## config.mk

```make
export PLATFORM = sky130hd
export DESIGN_NAME = alu_dispatch
export DESIGN_NICKNAME = d
export VERILOG_FILES = /design/src/rtl/alu_dispatch.sv
export SDC_FILE = /design/constraint.sdc
export NUM_CORES = 1
export LEC_CHECK = 0
export ABC_CLOCK_PERIOD_IN_PS = 3920
export BUFFER_PORTS_ARGS = -buffer_cell sky130_fd_sc_hd__buf_4
export CAP_MARGIN = 30
export CORE_UTILIZATION = 60
export DETAILED_ROUTE_END_ITERATION = 10
export GPL_TIMING_DRIVEN = 0
export MAX_ROUTING_LAYER = met4
export PLACE_DENSITY = 0.8
export REMOVE_ABC_BUFFERS = 1
export SYNTH_ARGS = -nofsm -noshare
export SYNTH_HDL_FRONTEND = slang
export SYNTH_SLANG_ARGS = --single-unit
export TNS_END_PERCENT = 20
```

## constraint.sdc

```tcl
create_clock -name clk -period 3.92 [get_ports clk]
set_input_delay 0.392 -clock clk [delete_from_list [all_inputs] [get_ports clk]]
set_output_delay 0.392 -clock clk [all_outputs]
set_load 0.03 [all_outputs]
```

## src/rtl/alu_dispatch.sv

```systemverilog
// Purpose: serial issue/writeback controller between instruction fetch and a fixed-latency ALU.
// Latency: acceptance edge to register/flag writeback edge is 2+ALU_LATENCY cycles; one instruction per 3+ALU_LATENCY cycles.
// Backpressure: instr_ready is high only in IDLE; a presented instruction is held by the source until accepted.
//
// Ports:
//   clk, rst                       clock and synchronous active-high reset
//   instr, instr_valid, instr_ready instruction handshake ([15:12] op, [11:9] dest, [8:6] src1,
//                                  [5:3] src2, [2] wb_en, [1] flags_en, [0] use_cin)
//   alu_en/opcode/dest/op1/op2/cin ALU issue side (alu_en pulses once, the rest hold)
//   alu_result/flags/dest_in       ALU return side, sampled only in WB
//   flags, busy                    architectural flags and "not IDLE" status
//   dbg_we/addr/wdata/rdata        debug register preload (IDLE only) and combinational readback
module alu_dispatch #(
   parameter int WIDTH       = 32,
   parameter int OPCODE      = 4,
   parameter int REGS_CODING = 3,
   parameter int FLAGS       = 4,
   parameter int CARRY       = 0,
   parameter int ALU_LATENCY = 1,
   parameter int INSTR_W     = 16
) (
   input  logic                   clk,
   input  logic                   rst,
   input  logic [INSTR_W-1:0]     instr,
   input  logic                   instr_valid,
   output logic                   instr_ready,
   output logic                   alu_en,
   output logic [OPCODE-1:0]      alu_opcode,
   output logic [REGS_CODING-1:0] alu_dest,
   output logic [WIDTH-1:0]       alu_op1,
   output logic [WIDTH-1:0]       alu_op2,
   output logic                   alu_cin,
   input  logic [WIDTH-1:0]       alu_result,
   input  logic [FLAGS-1:0]       alu_flags,
   input  logic [REGS_CODING-1:0] alu_dest_in,
   output logic [FLAGS-1:0]       flags,
   output logic                   busy,
   input  logic                   dbg_we,
   input  logic [REGS_CODING-1:0] dbg_addr,
   input  logic [WIDTH-1:0]       dbg_wdata,
   output logic [WIDTH-1:0]       dbg_rdata
);

   localparam int NREGS  = 1 << REGS_CODING;
   localparam int OP_LSB = INSTR_W - OPCODE;
   localparam int DS_LSB = OP_LSB - REGS_CODING;
   localparam int S1_LSB = DS_LSB - REGS_CODING;
   localparam int S2_LSB = S1_LSB - REGS_CODING;
   localparam logic [2:0] CNT_INIT = 3'(ALU_LATENCY - 1);

   typedef enum logic [1:0] {IDLE, ISSUE, WAIT, WB} state_t;

   state_t                 state;
   state_t                 state_nxt;
   logic [2:0]             wait_cnt;
   logic [WIDTH-1:0]       regs [NREGS];
   logic                   wb_en_q;
   logic                   flags_en_q;
   logic                   tag_err;
   logic                   accept;
   logic                   tag_miss;

   // Instruction field decode
   logic [OPCODE-1:0]      f_opcode;
   logic [REGS_CODING-1:0] f_dest;
   logic [REGS_CODING-1:0] f_src1;
   logic [REGS_CODING-1:0] f_src2;

   assign f_opcode = instr[OP_LSB +: OPCODE];
   assign f_dest   = instr[DS_LSB +: REGS_CODING];
   assign f_src1   = instr[S1_LSB +: REGS_CODING];
   assign f_src2   = instr[S2_LSB +: REGS_CODING];

   assign accept    = instr_valid && (state == IDLE);
   assign tag_miss  = (alu_dest_in != alu_dest);
   assign dbg_rdata = regs[dbg_addr];

   // ---------------- FSM ----------------
   always_ff @(posedge clk) begin
      if (rst) begin
         state <= IDLE;
      end else begin
         state <= state_nxt;
      end
   end

   always_comb begin
      state_nxt   = state;
      instr_ready = 1'b0;
      alu_en      = 1'b0;
      busy        = 1'b1;
      unique case (state)
         IDLE: begin
            instr_ready = 1'b1;
            busy        = 1'b0;
            if (instr_valid) begin
               state_nxt = ISSUE;
            end
         end
         ISSUE: begin
            alu_en    = 1'b1;
            state_nxt = WAIT;
         end
         WAIT: begin
            if (wait_cnt == 3'd0) begin
               state_nxt = WB;
            end
         end
         WB: begin
            state_nxt = IDLE;
         end
         default: begin
            state_nxt = IDLE;
         end
      endcase
   end

   // Counts the remaining WAIT cycles; loaded in ISSUE so WAIT lasts ALU_LATENCY cycles.
   always_ff @(posedge clk) begin
      if (rst) begin
         wait_cnt <= 3'd0;
      end else if (state == ISSUE) begin
         wait_cnt <= CNT_INIT;
      end else if (state == WAIT && wait_cnt != 3'd0) begin
         wait_cnt <= wait_cnt - 3'd1;
      end
   end

   // ---------------- Issue registers ----------------
   // Captured once at acceptance and held until the next acceptance, so the ALU
   // sees stable operands during and after the alu_en pulse.
   always_ff @(posedge clk) begin
      if (rst) begin
         alu_opcode <= '0;
         alu_dest   <= '0;
         alu_op1    <= '0;
         alu_op2    <= '0;
         alu_cin    <= 1'b0;
         wb_en_q    <= 1'b0;
         flags_en_q <= 1'b0;
      end else if (accept) begin
         alu_opcode <= f_opcode;
         alu_dest   <= f_dest;
         alu_op1    <= regs[f_src1];
         alu_op2    <= regs[f_src2];
         alu_cin    <= instr[0] & flags[CARRY];
         wb_en_q    <= instr[2];
         flags_en_q <= instr[1];
      end
   end

   // ---------------- Register file, flags, writeback ----------------
   // Debug writes only land in IDLE and WB writes only in WB, so the two never
   // collide. An operand read at acceptance sees the pre-debug-write value.
   always_ff @(posedge clk) begin
      if (rst) begin
         for (int i = 0; i < NREGS; i++) begin
            regs[i] <= '0;
         end
         flags   <= '0;
         tag_err <= 1'b0;
      end else begin
         if (state == IDLE && dbg_we) begin
            regs[dbg_addr] <= dbg_wdata;
         end
         if (state == WB) begin
            // A returned tag that disagrees with the issued dest means the result
            // is not ours: drop both register and flag update, remember the event.
            tag_err <= tag_err | tag_miss;
            if (wb_en_q && !tag_miss) begin
               regs[alu_dest_in] <= alu_result;
            end
            if (flags_en_q && !tag_miss) begin
               flags <= alu_flags;
            end
         end
      end
   end

endmodule

```

After elaboration in Yosys (flattened, before gate mapping)
Memory sizes are Yosys's and may differ from the RTL's. A register that Yosys moved wholly into a read port is not among the register bits.
Index checks and enable logic that the tools add are counted.
- add/sub/neg operators: 1
- multiply operators: 0
- divide/modulo/power cells: 0
- order comparisons: 0
- equality and inequality tests: 6
- shifts and indexed selects: 0
- multiplexer cells: 21
- bitwise operators: 1
- reduce and logical (&&, ||, !) cells: 14
- operators with widths (operator ; count):
    32-bit 2-to-1 mux ; 2
    32-bit OR reduction ; 2
    1-bit 2-to-1 mux ; 14
    2-bit case mux with 4 select lines ; 1
    3-bit 2-to-1 mux ; 2
    1-bit logical AND ; 5
    2-bit == test, second input constant ; 2
    2-bit 2-to-1 mux ; 2
    2-bit != test, second input constant ; 2
    2-bit AND reduction ; 2
    3-bit logical NOT ; 1
    3-bit != test ; 1
    3-bit nonzero test ; 1
    3-bit by 1-bit subtractor with 3-bit output, second input constant ; 1
    2-bit by 1-bit == test with 1-bit output, second input constant ; 1
    2-bit logical NOT ; 1
    2-bit OR reduction ; 1
    1-bit bitwise AND ; 1
    1-bit logical NOT ; 1
- register bits: 19
- latch bits: 0
- memory bits (writable): 256
- memory bits (read-only): 0
- input port bits: 94
- output and inout port bits: 111
- logic and storage cells: 52
- memories: 1
- memory list (memory ; depth ; width ; rd ports ; clocked after memory_dff ; write ports ; RTL line ; RTL):
    regs ; 8 ; 32 ; 3 ; 2 ; 8 ; 56 ; logic [WIDTH-1:0] regs [NREGS];

Logic depth before layout (Yosys ltp)
- word-level depth: 9
- gate-level depth with buffers: 8

Worst setup path after synthesis
OpenSTA, ideal clock, no wires.
- path type: flip-flop to flip-flop
- start: register state[0]
- end: memory regs[5][0] (enable)
- setup time: 396 ps
- arrival time: 2816 ps
- required time: 3524 ps
- path slack: 708 ps
- stages on the path, launching flop included: 7
- period minus slack after synthesis: 3212 ps
- cells stage by stage: dfxtp_1 inv_1 ha_1 inv_2 or4b_4 nor3_4 a311o_1
- RTL lines (what ; RTL line ; RTL):
    start: declaration ; 53 ; state_t state;
    start signal: assignment ; 83 ; state <= state_nxt;
    end: declaration ; 56 ;

==> summary.md <==
| Metric | Value |
|---|---|
| Outcome | complete, no violations |
| DR pass1 iterations | 5 |
| Period utilization | 0.999 |
| GPL Wtd Cong | 0.789 |
| I/O Buffers | a little over 200 |
| Residual DRC count | 0 |
| CP Capture Type | flop |
| Reg2reg setup slack | 0.002 ns |
| Synth Cell Area | 0.0192 sq mm |
| Most common cell after layout, fill and taps aside | edfxtp_1 |
| Starting density of the core | 0.609 |
| Die Wd | 181 um |
| Clock Path Buffers | 3 |
| WHS Endpoint | alu_dest[2] |
| CTS Hold Bufs | 0 |
| Layout area overhead | 17.4% |
| Synthesized area per cell | 13.8 sq um |
| GRT Total Usage | 0.386 |
| Fmax | roughly 0.26 GHz |
| WS Path Type | reg2reg |
| Worst Path Arrival | 4.15 ns |
| Largest net degree at the start of global routing | 74 |
| Synth unique cells | 43 |
| Layout Utilization | 0.715 |
| Antenna violations before repair | 2 |
| Avg WL per Cell | 31.5 um |
| Actual slew at the worst max-slew pin | 1.08 ns |
| Crit path max fanout | 30 |
| IO Pins | 205 |
| Overflow after GRT | 0 |
| Crit start category | flop |
| Vias | 14800 |
| CTS Buf Count | 38 |
| Later-pin clock latency in the skew report | ~0.54 ns |
| Pwr dens | 495 mW/mm^2 |
| Root Buffer | clkbuf_16 |
| Setup Viol. Count Final | 0 |
| VDD IR max | between 0.4 and 0.5 mV |
| Hold Slack | 0.109 ns |
| Maxcap violations | 0 |
| RR Endpoint | regs[0][13] |
| Unrepaired setup endpoints after global routing | no |
| HP Start | instr[11] |
| Rows | 65 |
| Yosys reg bits | between 300 and 400 |
| Max Slew Vio Count | 0 |
| CTS tree | yes |
| Static leakage | 8.06 nW |
| First-pass GRT wire length | 90700 um |
| Commonest non-fill, non-tap cells in the layout | edfxtp_1, buf_4, mux4_2, o2bb2ai_1, a22o_1 |
| Vias in the first global route | 15200 |
| FF-to-FF path depth | 8 |
| Share of layout cells above drive strength 1 | 0.364 |
| HP Class | in2reg |
| Post-CTS Setup Repair Bufs | 0 |
| Fillers | 1980 |
| Clk slew on worst S/H paths | 0.06 ns |
| Slew headroom | 0.279 |
| Die area | 0.0328 sq mm |
| Worst Path Required | 4.15 ns |
| Placed Cells | 1855 |
| Final std cells w/o fill | 1927 |
| Initial DRC count | 2323 |
| DRT Wirelength | 60600 um |
| Sequential share of the synthesized area | 0.486 |
| Layout net count | between 1500 and 2000 |
| Worst R2R Start | state[0] |
| Skew final | 0.0147 ns |
| CTS sink cnt | 339 |
| Cells after synthesis | 1390 |
| H-tree lvl count | 2 |
| Post-route ant nets | 0 |
| Fin. Hold Viols | 0 |
| WHS Path Cells | 3 |
| Core ar. | 0.0316 sq mm |
| Yosys warnings | 0 |
| Final min period | between 3 and 4 ns |
| HPWL Detailed | 36100 um |
| Post-CTS sizing | 0 |
| Die Span Y | 181 um |
| Via density | 7.70 |
[cells by family (layout without fill, tap and decap cells)]
logic type / after synthesis / in the layout / synth area share
AOI/OAI and AO/OA: 350 / 350 / 0.146
xor gates and xnor gates: 4 / 4 / 0.00182
adders and majority gates: 6 / 6 / 0.00391
buffers and inverters: 184 / 317 / 0.0447
DFF: 339 / 339 / 0.486
muxes: 225 / 225 / 0.244
other: 0 / 2 / 0
and+or+nand+nor: 282 / 282 / 0.0727
[layout make-up]
cell class / count / area (sq um) / share of cell area
timing repair buffer: 240 / 2330 / 0.103
multi-input combinational: 867 / 9090 / 0.403
tap: 402 / 503 / 0.0223
sequential: 339 / 9350 / 0.414
clock inverter: 21 / 213 / 0.00943
clock buffer: 48 / 1050 / 0.0465
inverter: 8 / 30.0 / 0.00133
antenna: 2 / 5.00 / 0.000222
[worst max-delay path: stages, from the launching register on]
cell,delay [ns]
dfxtp_1,0.35
inv_1,0.10
ha_1,0.31
inv_2,0.10
nor4b_2,0.70
buf_4,0.30
and3_2,0.89
a211o_2,0.57
buf_12,0.27
[flip-flops by register name (all words and copies together), names as in the netlist]
signal      flops
alu_op2        32
alu_dest        3
regs          256
flags           4
alu_opcode      4
alu_cin         1
wb_en_q         1
flags_en_q      1
alu_op1        32
wait_cnt        3
state           2
[how the worst max path moves through the flow]
stage               depth (start not counted)           to      startpoint  slack, ns
floorplan                                   6   regs[4][0]        state[0]      -0.31
global placement                            4  regs[4][17]     dbg_addr[1]      -2.91
detailed placement                          6   regs[4][6]  alu_dest_in[2]      -0.04
CTS                                         8  regs[0][13]        state[0]       0.15
global route                                8  regs[0][24]        state[0]       0.02
finish                                      8  regs[0][13]        state[0]      0.002
[power by group]
group / switching, mW / total [mW] / internal, mW
Sequential: 0.265 / 4.52 / 4.26
Clock: 1.48 / 3.64 / 2.16
Combinational: 1.82 / 3.00 / 1.18
Total: 3.56 / 11.2 / 7.60
[synth_stat cells, drive strengths merged]
| master | instances | area, sq um |
|---|---|---|
| and4b | 1 | 10.0 |
| or4b | 1 | 13.8 |
| nor2b | 36 | 225 |
| and3 | 4 | 25.0 |
| inv | 8 | 30.0 |
| nand3 | 9 | 45.0 |
| a2111oi | 2 | 17.5 |
| o22ai | 64 | 400 |
| mux2i | 1 | 10.0 |
| edfxtp | 256 | 7690 |
| nor4b | 1 | 8.76 |
| a211o | 4 | 35.0 |
| mux2 | 32 | 360 |
| nand4 | 10 | 68.8 |
| nand4b | 1 | 8.76 |
| a22o | 124 | 1090 |
| clkbuf | 72 | 270 |
| nor3 | 70 | 378 |
| dfxtp | 83 | 1660 |
| buf | 104 | 558 |
| nand2 | 60 | 225 |
| ha | 6 | 75.1 |
| mux4 | 192 | 4320 |
| and4 | 2 | 17.5 |
| o2bb2ai | 124 | 1090 |
| xnor2 | 4 | 35.0 |
| nand2b | 5 | 31.3 |
| a21oi | 16 | 83.8 |
| and2 | 3 | 18.8 |
| nor2 | 77 | 294 |
| a311o | 4 | 40.0 |
| and3b | 1 | 8.76 |
| o21ai | 12 | 60.1 |
| nor3b | 1 | 18.8 |
[per-stage QoR]
step | cell area [sq um] | total power, mW | setup WS [ns] | TNS [ns]
after global routing | 22600 | 11.5 | 0.0202 | 0
after floorplan | 18400 | 6.22 | -0.308 | -15.65
after detailed placement | 21300 | 7.52 | -0.0367 | -1.21
after global placement | 20400 | 7.34 | -2.91 | -749.54
final | 22600 | 11.2 | 0.00245 | 0
after CTS | 22500 | 11.1 | 0.147 | 0
[routing by layer]
metal	up-vias	share of wire	routed length, um	global-route usage
li1	5957	-	-	-
met1	7201	0.32	19500	0.449
met2	1362	0.49	29500	0.616
met3	318	0.13	7950	0.0845
met4	0	0.061	3700	0.238
met5	-	0	0	-
Note: power is estimated with default switching activity, not from simulation.
